File: src/rtl/uart_ram_bridge.sv
// Block-mode engine between the board UART and RAM2: LOAD packs received bytes
// into 16-bit words written to RAM2, DUMP reads RAM2 words and sends them as bytes.
module uart_ram_bridge #(
    parameter int unsigned STROBE_CYCLES  = 2,
    parameter int unsigned TIMEOUT_CYCLES = 0
) (
    input  logic        clk,
    input  logic        rst,
    input  logic        start,
    input  logic        mode,
    input  logic [17:0] base_addr,
    input  logic [15:0] word_count,
    input  logic        data_ready,
    input  logic        tbre,
    input  logic        tsre,
    input  logic [7:0]  uart_din,
    output logic [7:0]  uart_dout,
    output logic        uart_dout_oe,
    output logic        rdn,
    output logic        wrn,
    output logic        ram1_en,
    output logic [17:0] ram_addr,
    input  logic [15:0] ram_din,
    output logic [15:0] ram_dout,
    output logic        ram_dout_oe,
    output logic        ram_en,
    output logic        ram_oe,
    output logic        ram_we,
    output logic        busy,
    output logic        done,
    output logic        err,
    output logic [15:0] words_done
);

    typedef enum logic [3:0] {
        IDLE, RX_WAIT, RX_PULSE, WR_SETUP, WR_PULSE, WR_HOLD, RD_SETUP, TX_WAIT, TX_PULSE
    } state_e;

    typedef struct packed {
        state_e      state;
        logic [15:0] cnt;
        logic [31:0] wait_cnt;
        logic        hi_byte;
        logic [15:0] total;
        logic [15:0] tx_word;
        logic [7:0]  uart_dout;
        logic        uart_dout_oe;
        logic        rdn;
        logic        wrn;
        logic [17:0] ram_addr;
        logic [15:0] ram_dout;
        logic        ram_dout_oe;
        logic        ram_en;
        logic        ram_oe;
        logic        ram_we;
        logic        busy;
        logic        done;
        logic        err;
        logic [15:0] words_done;
    } regs_t;

    localparam logic [15:0] STROBE_LAST  = 16'(STROBE_CYCLES - 1);
    localparam logic [31:0] TIMEOUT_LAST = 32'(TIMEOUT_CYCLES) - 32'd1;

    localparam regs_t REGS_RESET = '{
        state: IDLE, cnt: '0, wait_cnt: '0, hi_byte: 1'b0, total: '0, tx_word: '0,
        uart_dout: '0, uart_dout_oe: 1'b0, rdn: 1'b1, wrn: 1'b1, ram_addr: '0,
        ram_dout: '0, ram_dout_oe: 1'b0, ram_en: 1'b1, ram_oe: 1'b1, ram_we: 1'b1,
        busy: 1'b0, done: 1'b0, err: 1'b0, words_done: '0
    };

    regs_t r_q, r_d;
    logic  strobe_last, last_word, timed_out, abort;

    assign strobe_last = (r_q.cnt == STROBE_LAST);
    assign last_word   = (r_q.words_done + 16'd1 == r_q.total);
    assign timed_out   = (TIMEOUT_CYCLES != 0) && (r_q.wait_cnt == TIMEOUT_LAST);

    // NOTE: next-state logic uses blocking '=' and starts from r_q, so every
    // field has a value on every path and no latch can be inferred.
    always_comb begin
        r_d          = r_q;
        abort        = 1'b0;
        r_d.done     = 1'b0;
        r_d.err      = 1'b0;
        r_d.cnt      = r_q.cnt + 16'd1;
        r_d.wait_cnt = r_q.wait_cnt + 32'd1;
        case (r_q.state)
            IDLE: begin
                if (start) begin
                    r_d.ram_addr   = base_addr;
                    r_d.total      = word_count;
                    r_d.words_done = '0;
                    r_d.hi_byte    = 1'b0;
                    if (word_count == 16'd0) begin
                        r_d.done = 1'b1;
                    end else if (mode) begin
                        r_d.busy   = 1'b1;
                        r_d.state  = RD_SETUP;
                        r_d.ram_en = 1'b0;
                        r_d.ram_oe = 1'b0;
                        r_d.cnt    = '0;
                    end else begin
                        r_d.busy     = 1'b1;
                        r_d.state    = RX_WAIT;
                        r_d.wait_cnt = '0;
                    end
                end
            end
            RX_WAIT: begin
                if (data_ready) begin
                    r_d.state = RX_PULSE;
                    r_d.rdn   = 1'b0;
                    r_d.cnt   = '0;
                end else if (timed_out) begin
                    abort = 1'b1;
                end
            end
            RX_PULSE: begin
                if (strobe_last) begin
                    r_d.rdn = 1'b1;
                    if (!r_q.hi_byte) begin
                        r_d.ram_dout[7:0] = uart_din;
                        r_d.hi_byte       = 1'b1;
                        r_d.state         = RX_WAIT;
                        r_d.wait_cnt      = '0;
                    end else begin
                        r_d.ram_dout[15:8] = uart_din;
                        r_d.hi_byte        = 1'b0;
                        r_d.state          = WR_SETUP;
                        r_d.ram_en         = 1'b0;
                        r_d.ram_oe         = 1'b1;
                        r_d.ram_dout_oe    = 1'b1;
                    end
                end
            end
            WR_SETUP: begin
                r_d.state  = WR_PULSE;
                r_d.ram_we = 1'b0;
                r_d.cnt    = '0;
            end
            WR_PULSE: begin
                if (strobe_last) begin
                    r_d.ram_we = 1'b1;
                    r_d.state  = WR_HOLD;
                end
            end
            WR_HOLD: begin
                r_d.ram_dout_oe = 1'b0;
                r_d.ram_addr    = r_q.ram_addr + 18'd1;
                r_d.words_done  = r_q.words_done + 16'd1;
                r_d.state       = RX_WAIT;
                r_d.wait_cnt    = '0;
            end
            RD_SETUP: begin
                if (strobe_last) begin
                    r_d.tx_word  = ram_din;
                    r_d.ram_oe   = 1'b1;
                    r_d.state    = TX_WAIT;
                    r_d.wait_cnt = '0;
                end
            end
            TX_WAIT: begin
                if (tbre && tsre) begin
                    r_d.state        = TX_PULSE;
                    r_d.uart_dout    = r_q.hi_byte ? r_q.tx_word[15:8] : r_q.tx_word[7:0];
                    r_d.uart_dout_oe = 1'b1;
                    r_d.wrn          = 1'b0;
                    r_d.cnt          = '0;
                end else if (timed_out) begin
                    abort = 1'b1;
                end
            end
            TX_PULSE: begin
                if (strobe_last) begin
                    r_d.wrn          = 1'b1;
                    r_d.uart_dout_oe = 1'b0;
                    if (!r_q.hi_byte) begin
                        r_d.hi_byte  = 1'b1;
                        r_d.state    = TX_WAIT;
                        r_d.wait_cnt = '0;
                    end else begin
                        r_d.hi_byte    = 1'b0;
                        r_d.ram_addr   = r_q.ram_addr + 18'd1;
                        r_d.words_done = r_q.words_done + 16'd1;
                        r_d.state      = RD_SETUP;
                        r_d.ram_oe     = 1'b0;
                        r_d.cnt        = '0;
                    end
                end
            end
            default: r_d = REGS_RESET;
        endcase

        // A finished word that was the last one ends the transfer instead.
        if ((r_q.state == WR_HOLD || (r_q.state == TX_PULSE && strobe_last && r_q.hi_byte))
                && last_word) begin
            r_d.state  = IDLE;
            r_d.ram_oe = 1'b1;
            r_d.ram_en = 1'b1;
            r_d.busy   = 1'b0;
            r_d.done   = 1'b1;
        end

        if (abort) begin
            r_d.state        = IDLE;
            r_d.rdn          = 1'b1;
            r_d.wrn          = 1'b1;
            r_d.ram_we       = 1'b1;
            r_d.ram_oe       = 1'b1;
            r_d.ram_en       = 1'b1;
            r_d.uart_dout_oe = 1'b0;
            r_d.ram_dout_oe  = 1'b0;
            r_d.hi_byte      = 1'b0;
            r_d.busy         = 1'b0;
            r_d.err          = 1'b1;
        end
    end

    // NOTE: the whole register set, data included, is reset so a reset in the
    // middle of a transfer releases every strobe and drops any partial word.
    always_ff @(posedge clk) begin
        if (rst) r_q <= REGS_RESET;
        else     r_q <= r_d;
    end

    assign uart_dout    = r_q.uart_dout;
    assign uart_dout_oe = r_q.uart_dout_oe;
    assign rdn          = r_q.rdn;
    assign wrn          = r_q.wrn;
    assign ram1_en      = 1'b1;
    assign ram_addr     = r_q.ram_addr;
    assign ram_dout     = r_q.ram_dout;
    assign ram_dout_oe  = r_q.ram_dout_oe;
    assign ram_en       = r_q.ram_en;
    assign ram_oe       = r_q.ram_oe;
    assign ram_we       = r_q.ram_we;
    assign busy         = r_q.busy;
    assign done         = r_q.done;
    assign err          = r_q.err;
    assign words_done   = r_q.words_done;

endmodule

File: config.mk
export PLATFORM = sky130hd
export DESIGN_NAME = uart_ram_bridge
export DESIGN_NICKNAME = d
export VERILOG_FILES = /design/src/rtl/uart_ram_bridge.sv
export SDC_FILE = /design/constraint.sdc
export NUM_CORES = 1
export LEC_CHECK = 0
export ABC_AREA = 1
export ABC_CLOCK_PERIOD_IN_PS = 3300
export CAP_MARGIN = 25
export CORE_AREA = 2 2 87 152
export CTS_BUF_LIST = sky130_fd_sc_hd__clkbuf_8
export DETAILED_ROUTE_END_ITERATION = 6
export DIE_AREA = 0 0 89 154
export DONT_BUFFER_PORTS = 1
export PLACE_DENSITY = 0.65
export SYNTH_ARGS = -nofsm -noshare
export SYNTH_HDL_FRONTEND = slang
export SYNTH_SLANG_ARGS = --single-unit
File: constraint.sdc
create_clock -name clk -period 3.3 [get_ports clk]
set_input_delay 0.99 -clock clk [delete_from_list [all_inputs] [get_ports clk]]
set_output_delay 0.99 -clock clk [all_outputs]
set_load 0.05 [all_outputs]
# Word-level counts from Yosys, hierarchy flattened
# Index checks and enable logic that the tools add are counted.
# W data, S select, Z words.
totals:
  register_bits: 152
  inputBits: 65
  out_inout_bits: 69
op_classes:
  add_sub_neg: 4
  eq_ne: 22
  mux: 62
  bitwise_logic: 12
  reduce_logical: 37
op_table:
  columns: ["operator", "count"]
  rows:
  - ["$pmux W32 S5", 1]
  - ["$mux W16", 6]
  - ["$mux W32", 3]
  - ["$pmux W16 S2", 3]
  - ["$pmux W16 S5", 1]
  - ["$pmux W18 S4", 1]
  - ["$mux W69", 1]
  - ["$pmux W16 S4", 1]
  - ["$mux W53", 1]
  - ["$mux W52", 1]
  - ["$mux W20", 2]
  - ["$mux W19", 2]
  - ["$mux W18", 2]
  - ["$pmux W4 S9", 1]
  - ["$reduce_or A7 Y1", 5]
  - ["$mux W33", 1]
  - ["$add A16 B1 Y16 const B", 2]
  - ["$add A32 B1 Y32 const B", 1]
  - ["$reduce_or A8 Y1", 4]
  - ["$mux W8", 3]
  - ["$ne A2 B2 Y1 const B", 12]
  - ["$add A18 B1 Y18 const B", 1]
  - ["$reduce_and A3 Y1", 6]
  - ["$eq A16 B1 Y1 const B", 1]
  - ["30 further kinds", 75]

# Depth between registers and ports, before layout
logic_depth:
  ltp_word: 6
  depth_mapped: 14

# Worst setup path after synthesis
# No wires, ideal clock.
synth_timing:
  path_type: "input port to flip-flop"
  startpoint: "in tbre"
  endpoint: "reg r_q[147] in the netlist's numbering"
  setup_ps: 117
  t_arrival_ps: 1880
  required_ps: 3183
  slack_ps: 1303
  cell_stages: 8
  path_cell_list: "nand2_1 nand3_1 inv_1 nor3_1 nand4_1 o211ai_2 buf_2 nor2_1"
synth_between:
  elab_chain_len: 3
synth_rtl:
  columns: ["item", "line_no", "text"]
  rows:
  - ["from (decl)", "14", "input logic tbre,"]
  - ["$logic_and A1 B1 Y1", "164", "if (tbre && tsre) begin"]
  - ["$mux W20", "164", null]
  - ["$pmux W16 S5", "88", "case (r_q.state)"]
  - ["to (signal assigned)", "224", "else r_q <= r_d;"]
  - ["to (decl)", "72", "regs_t r_q, r_d;"]
# Every way passes these cells. The select of a mux whose other input is x is not followed.
# A chain may end at the register's enable or synchronous reset.

# Worst setup path in the final report
layout_timing:
  startpoint: "reg r_q, in the netlist words_done[2]"
  endpoint: "reg r_q[152] in the netlist's numbering"
layout_between:
  elab_chain_len: 4
layout_rtl:
  columns: ["item", "line_no", "text"]
  rows:
  - ["$add A16 B1 Y16", "76", "assign last_word = (r_q.words_done + 16'd1 == r_q.total);"]
  - ["$eq A16 B16 Y1", "76", null]
  - ["$logic_and A1 B1 Y1", "197", "&& last_word) begin"]
  - ["$reduce_or A2 Y1 (no line)", null, null]
# Every way passes these cells.

==> impl_metrics.csv <==
group,metric,value,unit
status,status,"completed",
synth,synth-main-ff-cell,"dfxtp_1",
synth,synth_area_per_cell,6.77,sq um
pwr,power.density,958,nW/um^2
setup_path,arrival,2.60,ns
synth,synthArstFlopShare,0,%
sta,tightest_slew,0.819,ns
global_route,grt_max_degree,66,
clock_tree,cts.reportedPaths.clkPinSlew,0.08,ns
sta,fin_skew,0.0145,ns
final_layout,multi_input_area,3360,sq um
global_route,grt_usage,25.9,%
synth,yosysSeqAreaShare,35.8,%
sta,hold_ws,0.457,ns
pwr,power,6.60,mW
sta,timing.fmax,436,MHz
run,cap_violations,0,
sta,fin_tns_setup,0,ns
route,viasPerCell,5.49,
route,drc,0,
setup_path,critPathBufInv,2,
final_layout,postLayoutCoreUtil,55.4,%
route,avgRoutedWirePerCell,15.6,microns
sta,setup_viol,0,
setup_path,worst_setup_path_start_kind,"flip-flop",
final_layout,fillers,1334,
worst_hold_path,hold_path_class,"reg -> reg",
synth,yosys.area_share.simple,31.6,%
synth,synth_xor_area_share,1.83,%
final_layout,drive_above_1_share,9.92,%
sta,max-slew-margin-rel,45.2,%
floorplanning,die_h,154,microns
synth,yosysTopAreaCell,"dfxtp_1",
synth,synthDistinctLibCells,46,
synth,synth_edf_count,0,
final_layout,final-seq-area,2400,sq um
synth,ys_warn_count,0,
place,io_buffers,0,
route,vias,6184,
final_layout,syn_to_final_growth,2.55,%
synth,synthTopCellsByArea,"dfxtp_1 36%, nand2_1 12%, nor2_1 7.2%",
setup_path,rrSetupSlack,1.01,ns
floorplanning,row_count,54,
clock_tree,clkLatencyLatePin,0.43,ns
place,place_ws,0.980,ns
place,place.detailed.hpwl,12800,microns
setup_path,slowest_delay,0.41,ns
synth,synth_seq_cells,120,
sta,setup_ws,1.01,ns
setup_path,endpoint_kind,"flip-flop",
clock_tree,cts_tree,"built",
pwr,p_leak,2.73,nW
final_layout,diodes,0,
pwr,ir_worst_vdd,0.678,mV
clock_tree,cts_buffers,17,
route,drt-initial-drc-count,246,
setup_path,path_class,"reg -> reg",
global_route,grt_pass1_wl,28100,microns
floorplanning,start_util,54.0,%
global_route,grt_antenna_before_repair,0,
clock_tree,postCtsSetupRepairBufs,0,
synth,synth_most_common_cell,"nand2_1",
clock_tree,cts_root_buf,"clkbuf_8",
synth,yosysTopAreaCellShare,35.8,%
sta,min_period,2.29,ns
setup_path,path_max_fanout,6,
clock_tree,cts_num_sinks,120,
route,antenna_left,0,
route,drt-total-wl,17500,microns
sta,drv_slew,0,
sta,period_share,69.5,%
synth,synth_fp_nets,1061,
synth,syn_inst,992,
floorplanning,dieArea,13700,sq um
global_route,grt_overflow_total,0,
floorplanning,core,12400,sq um
sta,finalHoldViolCount,0,
setup_path,path_cells,"buf_4 -> inv_1 -> nor2_1 -> nand2_1 -> nor2_2 -> nand2_1 -> nand3_1 -> nand2_1 -> nor2_1 -> nand2_1 -> nor2_1 -> nand2_2 -> nand2_2 -> nor2_1",
clock_tree,post_cts_resized,0,
setup_path,crit_slowest_cell,"nor2_1",
clock_tree,max-clock-path-buffers,2,
final_layout,nets,1014,
setup_path,cp_top_family,"simple AND/OR/NAND/NOR gates",
clock_tree,cts_hold_buf,0,
floorplanning,dieWidth,89,microns
route,drt-pass1-iter-count,5,
synth,synth_compound_area_share,15.8,%
global_route,grt_pass1_vias,5807,
synth,synth_common_cells,"220 x nand2_1, 129 x nor2_1, 120 x dfxtp_1",
synth,synth.cell_area,6720,sq um
synth,synth_top_family_by_area,"simple AND/OR/NAND/NOR gates",
sta,grt_setup_unrepaired,"false",
clock_tree,htree_num_levels,4,
synth,synth_mux_area_share,0,%
place,routabilityCongestion,0.958,
setup_path,worstPathRequired,3.61,ns
floorplanning,io_pins,134,
synth,synth-adder-area-share,0.745,%
==> per-layer routing <==
metal / vias up / global-route usage (%) / wire [microns]
li1: 3111 / - / -
met1: 2830 / 28.8 / 6810
met2: 192 / 44.6 / 8970
met3: 51 / 6.66 / 1080
met4: 0 / 12.4 / 650
met5: - / 0 / 0
==> state kept, by name (all words and copies together), names as in the netlist, 8 cells and up <==
signal	cells
r_q	53
ram_addr	18
ram_dout	16
words_done	16
uart_dout	8
==> through the flow <==
stage               instance area, sq um  std cells
global route                        6890       1126
global placement                    6500       1094
detailed placement                  6500       1094
floorplan                           6720        992
CTS                                 6890       1126
finish                              6890       1126
==> worst register-to-register path, delay by kind of cell (launching register included) <==
| family | cells | cell delay, ns |
|---|---|---|
| simple gates | 12 | 1.57 |
| buf+inv | 2 | 0.30 |
| flops | 1 | 0.32 |
==> cells in the final DEF, fill, tap and decap left out, types with 3 or more instances in the layout <==
| cell | Yosys | routed |
|---|---|---|
| a211oi_1 | 10 | 10 |
| a21oi_1 | 78 | 78 |
| a22oi_1 | 13 | 13 |
| a31oi_1 | 3 | 3 |
| a32oi_1 | 5 | 5 |
| buf_4 | 64 | 22 |
| clkbuf_8 | 0 | 19 |
| clkinv_1 | 3 | 3 |
| clkinv_4 | 0 | 4 |
| clkinvlp_4 | 0 | 4 |
| dfxtp_1 | 120 | 120 |
| ha_1 | 4 | 4 |
| inv_1 | 87 | 87 |
| inv_2 | 7 | 7 |
| nand2_1 | 220 | 220 |
| nand2_2 | 13 | 13 |
| nand3_1 | 60 | 60 |
| nand3_2 | 3 | 3 |
| nand3b_1 | 6 | 6 |
| nand4_1 | 25 | 25 |
| nor2_1 | 129 | 129 |
| nor2_2 | 7 | 7 |
| nor2_4 | 5 | 5 |
| nor3_1 | 9 | 9 |
| nor4_1 | 3 | 3 |
| o21ai_0 | 54 | 54 |
| o21ai_1 | 3 | 3 |
| o21bai_1 | 3 | 3 |
| xnor2_1 | 3 | 3 |
| xor2_1 | 11 | 11 |
==> power breakdown <==
group | total (mW) | switching, mW | internal, mW
Clock | 1.28 | 0.643 | 0.641
Sequential | 2.47 | 0.729 | 1.74
Combinational | 2.85 | 2.00 | 0.847
==> logic make-up (layout without fill, tap and decap cells) <==
| family | count (synthesis) | after routing |
|---|---|---|
| buf+inv | 185 | 151 |
| other cells | 2 | 2 |
| compound gates | 183 | 183 |
| xor+xnor | 14 | 14 |
| simple gates | 484 | 484 |
| flops | 120 | 120 |
| fa+ha+maj | 4 | 4 |
==> area by class of cell <==
| class | count | area share (%) |
|---|---|---|
| multi-input combinational | 687 | 48.8 |
| sequential | 120 | 34.9 |
| inverter | 97 | 5.29 |
| clock buffer | 19 | 3.80 |
| tap | 168 | 3.05 |
| timing repair buffer | 22 | 2.40 |
| clock inverter | 13 | 1.78 |
==> final timing paths <==
check        depth (start not counted)        to           from
max                                 14  r_q[152]  words_done[2]
max reg2reg                         14  r_q[152]  words_done[2]
min reg2reg                          2   r_q[74]        r_q[74]
min                                  2   r_q[74]        r_q[74]
No activity file was read; power rests on OpenSTA's default activity.
